File: src/rtl/pe_group_ctrl.sv
// rtl/pe_group_ctrl.sv - weight load, ifmap read and output tagging sequencer for one pe_group
// Optional feature macro: PE_CTRL_PERF_EN adds calc/busy cycle counters.
module pe_group_ctrl #(
  parameter int ADDR_W   = 12,
  parameter int DIM_W    = 8,
  parameter int BRAM_LAT = 1
) (
  input  logic              clk_i,
  input  logic              rst_i,
  input  logic              start_i,
  input  logic [3:0]        cfg_layer_i,
  input  logic [DIM_W-1:0]  cfg_rows_i,
  input  logic [DIM_W-1:0]  cfg_cols_i,
  input  logic [ADDR_W-1:0] cfg_if_base_i,
  input  logic [ADDR_W-1:0] cfg_row_stride_i,
  input  logic [ADDR_W-1:0] cfg_w_addr_i,
  output logic              busy_o,
  output logic              done_o,
  output logic              cfg_err_o,
  output logic [3:0]        layer_o,
  output logic              w_rd_en_o,
  output logic [ADDR_W-1:0] w_addr_o,
  output logic              weight_en_o,
  output logic              if_rd_en_o,
  output logic [ADDR_W-1:0] if_addr_o,
  output logic              calculate_en_o,
  output logic              out_valid_o,
  output logic [DIM_W-1:0]  out_row_o,
  output logic [DIM_W-1:0]  out_col_o
`ifdef PE_CTRL_PERF_EN
  ,
  output logic [31:0]       perf_calc_cycles_o,
  output logic [31:0]       perf_busy_cycles_o
`endif
);

  // Tag pipeline: BRAM + ifmap register to calculate_en, then prod/half/groupsum to out_valid.
  localparam int CAL_IDX = BRAM_LAT;
  localparam int OUT_IDX = BRAM_LAT + 3;
  localparam int PIPE    = BRAM_LAT + 4;
  localparam logic [DIM_W-1:0] DIM_ONE = DIM_W'(1);

  typedef enum logic [2:0] {S_IDLE, S_WLOAD, S_WARM, S_CALC, S_DRAIN} state_t;

  state_t              state_q, state_d;
  logic [DIM_W-1:0]    cnt_q, row_q, rows_q, cols_q;
  logic [3:0]          layer_q;
  logic [ADDR_W-1:0]   stride_q, w_addr_q, row_base_q, addr_q;
  logic [PIPE-1:0]     vld_q;
  logic [DIM_W-1:0]    trow_q [PIPE];
  logic [DIM_W-1:0]    tcol_q [PIPE];

  logic                legal, accept, calc, phase_end, row_next;
  logic [DIM_W-1:0]    warm_last;
  logic [ADDR_W-1:0]   step;

  always_comb begin
    legal = (cfg_layer_i == 4'd1 || cfg_layer_i == 4'd3 || cfg_layer_i == 4'd4) &&
            (cfg_rows_i != '0) && (cfg_cols_i != '0);
    case (layer_q)
      4'd1:    warm_last = DIM_W'(3);
      4'd3:    warm_last = DIM_W'(1);
      default: warm_last = '0;
    endcase
    step = (layer_q == 4'd4) ? ADDR_W'(2) : ADDR_W'(1);
  end

  always_comb begin
    state_d     = state_q;
    accept      = 1'b0;
    cfg_err_o   = 1'b0;
    busy_o      = (state_q != S_IDLE);
    w_rd_en_o   = 1'b0;
    weight_en_o = 1'b0;
    if_rd_en_o  = 1'b0;
    calc        = 1'b0;
    done_o      = 1'b0;
    phase_end   = 1'b0;
    row_next    = 1'b0;
    case (state_q)
      S_IDLE: begin
        if (start_i && !rst_i) begin
          if (legal) begin
            accept  = 1'b1;
            busy_o  = 1'b1;
            state_d = S_WLOAD;
          end else begin
            cfg_err_o = 1'b1;
          end
        end
      end
      S_WLOAD: begin
        w_rd_en_o   = (cnt_q == '0);
        weight_en_o = (cnt_q == DIM_W'(2));
        if (cnt_q == DIM_W'(2)) begin
          phase_end = 1'b1;
          state_d   = S_WARM;
        end
      end
      S_WARM: begin
        if_rd_en_o = 1'b1;
        if (cnt_q == warm_last) begin
          phase_end = 1'b1;
          state_d   = S_CALC;
        end
      end
      S_CALC: begin
        if_rd_en_o = 1'b1;
        calc       = 1'b1;
        if (cnt_q == cols_q - DIM_ONE) begin
          phase_end = 1'b1;
          if (row_q == rows_q - DIM_ONE) begin
            state_d = S_DRAIN;
          end else begin
            row_next = 1'b1;
            state_d  = S_WARM;
          end
        end
      end
      S_DRAIN: begin
        if (vld_q == '0) begin
          done_o  = 1'b1;
          state_d = S_IDLE;
        end
      end
      default: state_d = S_IDLE;
    endcase
  end

  always_ff @(posedge clk_i) begin
    if (rst_i) begin
      state_q    <= S_IDLE;
      cnt_q      <= '0;
      row_q      <= '0;
      rows_q     <= '0;
      cols_q     <= '0;
      layer_q    <= '0;
      stride_q   <= '0;
      w_addr_q   <= '0;
      row_base_q <= '0;
      addr_q     <= '0;
      vld_q      <= '0;
      for (int i = 0; i < PIPE; i++) begin
        trow_q[i] <= '0;
        tcol_q[i] <= '0;
      end
    end else begin
      state_q <= state_d;
      if (accept) begin
        layer_q    <= cfg_layer_i;
        rows_q     <= cfg_rows_i;
        cols_q     <= cfg_cols_i;
        stride_q   <= cfg_row_stride_i;
        w_addr_q   <= cfg_w_addr_i;
        row_base_q <= cfg_if_base_i;
        addr_q     <= cfg_if_base_i;
        row_q      <= '0;
        cnt_q      <= '0;
      end else if (phase_end) begin
        cnt_q <= '0;
      end else if (state_q == S_WLOAD || state_q == S_WARM || state_q == S_CALC) begin
        cnt_q <= cnt_q + DIM_ONE;
      end
      if (if_rd_en_o) addr_q <= addr_q + step;
      // The next row restarts from its own base, overriding the per-read increment.
      if (row_next) begin
        row_q      <= row_q + DIM_ONE;
        row_base_q <= row_base_q + stride_q;
        addr_q     <= row_base_q + stride_q;
      end
      vld_q     <= {vld_q[PIPE-2:0], calc};
      trow_q[0] <= calc ? row_q : '0;
      tcol_q[0] <= calc ? cnt_q : '0;
      for (int i = 1; i < PIPE; i++) begin
        trow_q[i] <= trow_q[i-1];
        tcol_q[i] <= tcol_q[i-1];
      end
    end
  end

  assign layer_o        = layer_q;
  assign w_addr_o       = w_rd_en_o ? w_addr_q : '0;
  assign if_addr_o      = if_rd_en_o ? addr_q : '0;
  assign calculate_en_o = vld_q[CAL_IDX];
  assign out_valid_o    = vld_q[OUT_IDX];
  assign out_row_o      = trow_q[OUT_IDX];
  assign out_col_o      = tcol_q[OUT_IDX];

`ifdef PE_CTRL_PERF_EN
  logic [31:0] perf_calc_q, perf_busy_q;

  // The start cycle itself is busy, so the busy counter restarts at one.
  always_ff @(posedge clk_i) begin
    if (rst_i) begin
      perf_calc_q <= '0;
      perf_busy_q <= '0;
    end else if (accept) begin
      perf_calc_q <= '0;
      perf_busy_q <= 32'd1;
    end else begin
      if (calculate_en_o && perf_calc_q != '1) perf_calc_q <= perf_calc_q + 32'd1;
      if (state_q != S_IDLE && perf_busy_q != '1) perf_busy_q <= perf_busy_q + 32'd1;
    end
  end

  assign perf_calc_cycles_o = perf_calc_q;
  assign perf_busy_cycles_o = perf_busy_q;
`endif

endmodule

File: config.mk
export PLATFORM = sky130hd
export DESIGN_NAME = pe_group_ctrl
export DESIGN_NICKNAME = d
export VERILOG_FILES = /design/src/rtl/pe_group_ctrl.sv
export SDC_FILE = /design/constraint.sdc
export NUM_CORES = 1
export LEC_CHECK = 0
export ABC_AREA = 1
export CELL_PAD_IN_SITES_DETAIL_PLACEMENT = 0
export CELL_PAD_IN_SITES_GLOBAL_PLACEMENT = 2
export CORE_ASPECT_RATIO = 0.75
export CORE_MARGIN = 4
export CORE_UTILIZATION = 28
export CTS_CLUSTER_SIZE = 8
export DETAILED_ROUTE_END_ITERATION = 16
export PLACE_DENSITY = 0.78
export SKIP_LAST_GASP = 1
export SYNTH_ARGS = -nofsm -noshare
export SYNTH_HDL_FRONTEND = slang
export SYNTH_SLANG_ARGS = --single-unit
File: constraint.sdc
create_clock -name clk_i -period 2.43 [get_ports clk_i]
set_clock_uncertainty 0.15 [all_clocks]
set_input_delay 0.3645 -clock clk_i [delete_from_list [all_inputs] [get_ports clk_i]]
set_output_delay 0.3645 -clock clk_i [all_outputs]
set_load 0.005 [all_outputs]
# Yosys cells after proc, flatten, opt, wreduce, memory -nomap -nowiden
# Memories as Yosys holds them, arrays and structs flattened.
# Cells that the tools add are included.
# word_totals
regBits	92
ramBits	80
inputBits	59
out_inout_bits	52
word_cells	123
memories	2
# classes
n_addsub	6
eq_ne	20
n_mux	55
bitwise_logic	10
n_reduce_logical	19
# memory_table
name	words	width	read_ports	rd_ports_with_merged_regs	wr	line	rtl
tcol_q	5	8	5	0	5	51	logic [DIM_W-1:0] tcol_q [PIPE];
trow_q	5	8	5	0	5	50	logic [DIM_W-1:0] trow_q [PIPE];
# ops
operator	n
two-way mux 8 bit	14
two-way mux 12 bit	6
== test 8 bit	3
two-way mux 1 bit	24
two-way mux 3 bit	7
adder 8 x 1 -> 8 bit (second input constant)	2
nonzero test 8 bit	2
subtractor 8 x 1 -> 8 bit (second input constant)	2
case mux 3 bit (5 select lines)	1
adder 12 bit	1
adder 12 x 2 -> 12 bit	1
!= test 2 bit (second input constant)	6
bitwise OR 1 bit	10
== test 4 x 1 -> 1 bit (second input constant)	2
== test 4 x 2 -> 1 bit (second input constant)	2
== test 4 x 3 -> 1 bit (second input constant)	2
== test 8 x 2 -> 1 bit (second input constant)	1
zero test 8 bit	1
== test 3 x 2 -> 1 bit (second input constant)	2
AND reduction 6 bit	1
nonzero test 3 bit	2
zero test 5 bit	1
logical OR 1 bit	4
case mux 2 bit (2 select lines)	1
other kinds (10)	12

# Logic depth before layout (Yosys ltp)
# Gate-level depths: netlist of run 1.
# depth
word_depth	11
ltp_mapped	17
depth_no_buf	16

# Worst setup path before layout of run 1
# No wires, ideal clock.
# synth_timing
path_type	flip-flop to flip-flop
from	register layer_q[3], in the netlist layer_o[3]
to	register addr_q[10]
setup_ns	0.109
arrival_time_ns	2.113
t_required_ns	2.171
setup_slack_ns	0.058
path_stages_with_launch	14
path_buffers	0
synth_period_minus_slack_ns	2.372
path_cell_list	dfxtp_1 nor4_1 inv_1 fa_1 nor2_1 nand2_1 nor2_1 nand3_1 a22oi_1 o31ai_1 nand2_1 nand3_1 nand2_1 inv_1
# synth_between
elab_chain_len	5
# synth_lines
element	line	rtl
start, declared	47	logic [3:0] layer_q;
start signal, assigned	150	layer_q <= cfg_layer_i;
== test 4 x 3 -> 1 bit	65	step = (layer_q == 4'd4) ? ADDR_W'(2) : ADDR_W'(1);
two-way mux 2 bit	65	
adder 12 x 2 -> 12 bit	164	if (if_rd_en_o) addr_q <= addr_q + step;
two-way mux 12 bit	164	
two-way mux 12 bit	166	if (row_next) begin
end signal, assigned	156	addr_q <= cfg_if_base_i;
end signal, assigned	164	
end signal, assigned	169	addr_q <= row_base_q + stride_q;
end, declared	48	logic [ADDR_W-1:0] stride_q, w_addr_q, row_base_q, addr_q;
# No other way between the ends.
# A chain may end at the register's enable or synchronous reset.

# Worst setup path in the final report of run 1
# layout_timing
from	register state_q[1]
to	output if_addr_o[3]
# layout_between
elab_chain_len	4
word_cells_on_any_way	5
classes_between	eq/ne: 2; mux: 2; reduce/logical: 1
# layout_lines
element	line	rtl
start, declared	45	state_t state_q, state_d;
start signal, assigned	148	state_q <= state_d;
== test 3 x 2 -> 1 bit	80	case (state_q)
OR reduction 2 bit (no line) (*)	--	
two-way mux 1 bit (*)	80	
two-way mux 12 bit (*)	183	assign if_addr_o = if_rd_en_o ? addr_q : '0;
end, declared	25	output logic [ADDR_W-1:0] if_addr_o,
# Mark *: on every way between the ends. The rest lies on a longest branch, timed or not.

==> results of run 1 <==
through the flow:
| step | TNS (ns) | worst slack [ns] |
|---|---|---|
| floorplan | 0 | 0.0581 |
| global placement | -18.89 | -0.476 |
| detailed placement | -21.33 | -0.478 |
| CTS | -1.03 | -0.172 |
| global route | -0.742 | -0.160 |
| finish | -0.0306 | -0.0306 |
placed cells by master, fill, tap and decap left out, types with 18 or more instances in the layout:
| cell type | Yosys | layout |
|---|---|---|
| clkdlybuf4s50_1 | 0 | 82 |
| nor2_2 | 7 | 21 |
| o21ai_0 | 78 | 72 |
| a21oi_1 | 55 | 46 |
| dfxtp_1 | 172 | 162 |
| nand2_1 | 184 | 168 |
| nand3_1 | 70 | 65 |
| buf_4 | 18 | 86 |
| nor2_1 | 231 | 210 |
| xor2_1 | 19 | 19 |
| inv_1 | 194 | 182 |
| clkbuf_16 | 0 | 18 |
what timing repair did:
action | in CTS | in global routing
endpoints found under the hold margin | 0 | 0
endpoints found under the setup margin | 33 | 72
cloned | 0 | 1
setup buffers | 8 | 13
gates resized for setup | 38 | 135
pin swaps | 8 | 26
state kept, by name, indices dropped and copies added (netlist names), 12 cells and up:
signal and cells:
tcol_q 40, row_base_q 12, stride_q 12, addr_q 12, trow_q 40, w_addr_q 12
logic make-up (layout without fill, tap and decap cells):
group / count (synthesis) / in the layout
simple gates: 533 / 533
flops: 172 / 172
buf+inv: 250 / 442
compound gates: 152 / 152
xor+xnor: 26 / 26
fa+ha+maj: 21 / 21
power by group through the flow:
stage / clock, W / sequential (W) / combinational (W)
after CTS: 0.00291 / 0.00315 / 0.00190
after floorplan: 0 / 0.00315 / 0.00106
final: 0.00280 / 0.00316 / 0.00207
after detailed placement: 0 / 0.00321 / 0.00177
after global placement: 0 / 0.00321 / 0.00176
after global routing: 0.00303 / 0.00318 / 0.00234
final timing paths:
path                     start             to
setup reg to reg    layer_o[2]     addr_q[10]
setup / recovery    state_q[1]   if_addr_o[3]
hold reg to reg   tcol_q[0][4]  tcol_q[0][12]
hold / removal    tcol_q[0][4]  tcol_q[0][12]
tightest hold or removal path, stage by stage, from the launching register on:
cell and delay, ns:
dfxtp_1 0.30, inv_1 0.04, nor2_1 0.03
layer usage:
metal,global-route usage [%],share of wire [%],vias to the layer above
li1,-,-,3914
met1,20.9,51,3356
met2,22.9,44,119
met3,3.75,4.4,10
met4,3.05,0.70,0
met5,0,0,-
layout make-up:
cell class	instances	area share, %
Clock inverter	14	1.56
Multi-Input combinational cell	732	34.6
Tap cell	385	4.33
Sequential cell	172	31.1
Inverter	198	6.75
Clock buffer	18	3.95
Timing Repair Buffer	212	17.7
==> results_dict.tcl, run 1 <==
set metrics [dict create \
    worst-slew-pin-transition_ns 0.912 \
    rrSetupSlack_ns 0.03 \
    drt_wl_total_um 23000 \
    ir_drop_uv 375 \
    violations "setup timing" \
    muxShareOfSynthArea_pct 0 \
    ys_seq_area_share_pct 43.0 \
    fillers 3011 \
    drtPass1Iterations 4 \
    clock_power_share_pct 34.9 \
    cts_buffers 17 \
    crit_chain "inv_2, nor2_4, clkinv_4, buf_4, nor2_2, clkdlybuf4s50_1" \
    cts_buffer_depth 2 \
    syn_inst 1154 \
    critical_path_arrival_ns 1.95 \
    grt_pass1_wl_um 37100 \
    area_growth_pct 39.0 \
    cts_sinks 172 \
    die_area_sq_um 31400 \
    critical_path_class "flop to output pin" \
    setup_viol 1 \
    post_drt_wl_per_cell_um 13.3 \
    swShare_pct 32.6 \
    power_density_nw_per_um2 722 \
    fmax_ghz 0.406 \
    reg2reg_depth 17 \
    core-area_sq_um 28100 \
    hold_slack_ns 0.246 \
    synthSimpleGateAreaFrac_pct 27.8 \
    drive_gt1_share_pct 18.9 \
    async_flop_share_pct 0 \
    setup.worst_path.start_class "flop" \
    crit_family "buffers and inverters" \
    fin_crit_ns 2.46 \
    maxSlewHeadroom_pct 39.2 \
    gp_congestion 0.832 \
    vias 7399 \
    slew_violations 0 \
    portBuffers 110 \
    clk_pin_slew_ns 0.07 \
    die_w_um 203 \
    ys_top_cells_by_area "dfxtp_1 43%, nor2_1 11%, inv_1 9.1%" \
    insertion_delay_ns 0.44 \
    synth-seq-cells 172 \
    layout.area.seq_sq_um 3460 \
    pwr-share-seq_pct 39.3 \
    synth_compound_area_share_pct 10.1 \
    fp.dieH_um 154 \
    cts_hold_buf 0 \
    status "finished with violations" \
    power_switching_w 0.00262 \
    power.total_w 0.00803 \
    endpoint_kind "output pin" \
    synth_area_sq_um 8000 \
    clockRootBuffer "clkbuf_16" \
    synthXorXnorAreaFrac_pct 2.85 \
    fin_area_sq_um 11100 \
    rsz0062_at_grt "yes" \
    drtIter0Drc 379 \
    num_io_pins 111 \
    crit_path_max_fanout 6 \
    grt_util_all_layers_pct 14.7 \
    synth_fa_ha_area_share_pct 3.47 \
    yosys_warnings 0 \
    placed_area_sq_um 9980 \
    path_buf_inv 4 \
    vias_per_cell 4.27 \
    final_util_pct 39.6 \
    period_share_pct 101 \
    max_stage_delay_ns 0.52 \
    hold_class "flop to flop" \
    synth_cell_types 35 \
    ant_nets 0 \
    numPlacedInstances 1678 \
    worstPathRequired_ns 1.92 \
    cts_tree "built" \
    grt_pass1_vias 7168 \
    nets 1413 \
    multi_input_area_sq_um 3850 \
    setup_slack_ns -0.0306 \
    cap_violations 0 \
    antenna_found_initial 0 \
    crit_cells 6 \
    ys.flop_type "dfxtp_1" \
    initial_core_util_pct 28.5 \
    yosysTopAreaCell "dfxtp_1" \
    synth-edff-count 0 \
    drc 0 \
    n_antenna_cell 0 \
    post-synth-top-count-cell "nor2_1" \
    internal_power_w 0.00541 \
    syn-num-nets 1234 \
    place_hpwl_um 16800 \
    cts.htree.levels 4 \
    avgSynthCellArea_sq_um 6.93 \
    yosysTopAreaCellShare_pct 43.0 \
    num_rows 53 \
    grt_max_degree 84 \
    synth_common_cells "231 x nor2_1, 194 x inv_1, 184 x nand2_1" \
    p_leak_nw 4.96 \
    layout.cells.non_filler 1731 \
    comb_power_share_pct 25.7 \
    holdPathStages 2 \
    cp_slowest_cell "clkdlybuf4s50_1" \
    grt_remaining_overflow 0 \
    hold_viol 0 \
    synth_top_family_by_area "simple AND/OR/NAND/NOR gates" \
]
Power figures use the tool's default switching activity.
==> run 2, diff against run 1 <==
Settings changed: ABC_CLOCK_PERIOD_IN_PS set to 2430.
==> results of run 2 <==
Final layout, timing and power as in run 1 (identical DEF).
==> run 3, diff against run 2 <==
Settings changed: CAP_MARGIN set to 25.
==> results of run 3 <==
Final layout, timing and power as in run 1 (identical DEF).
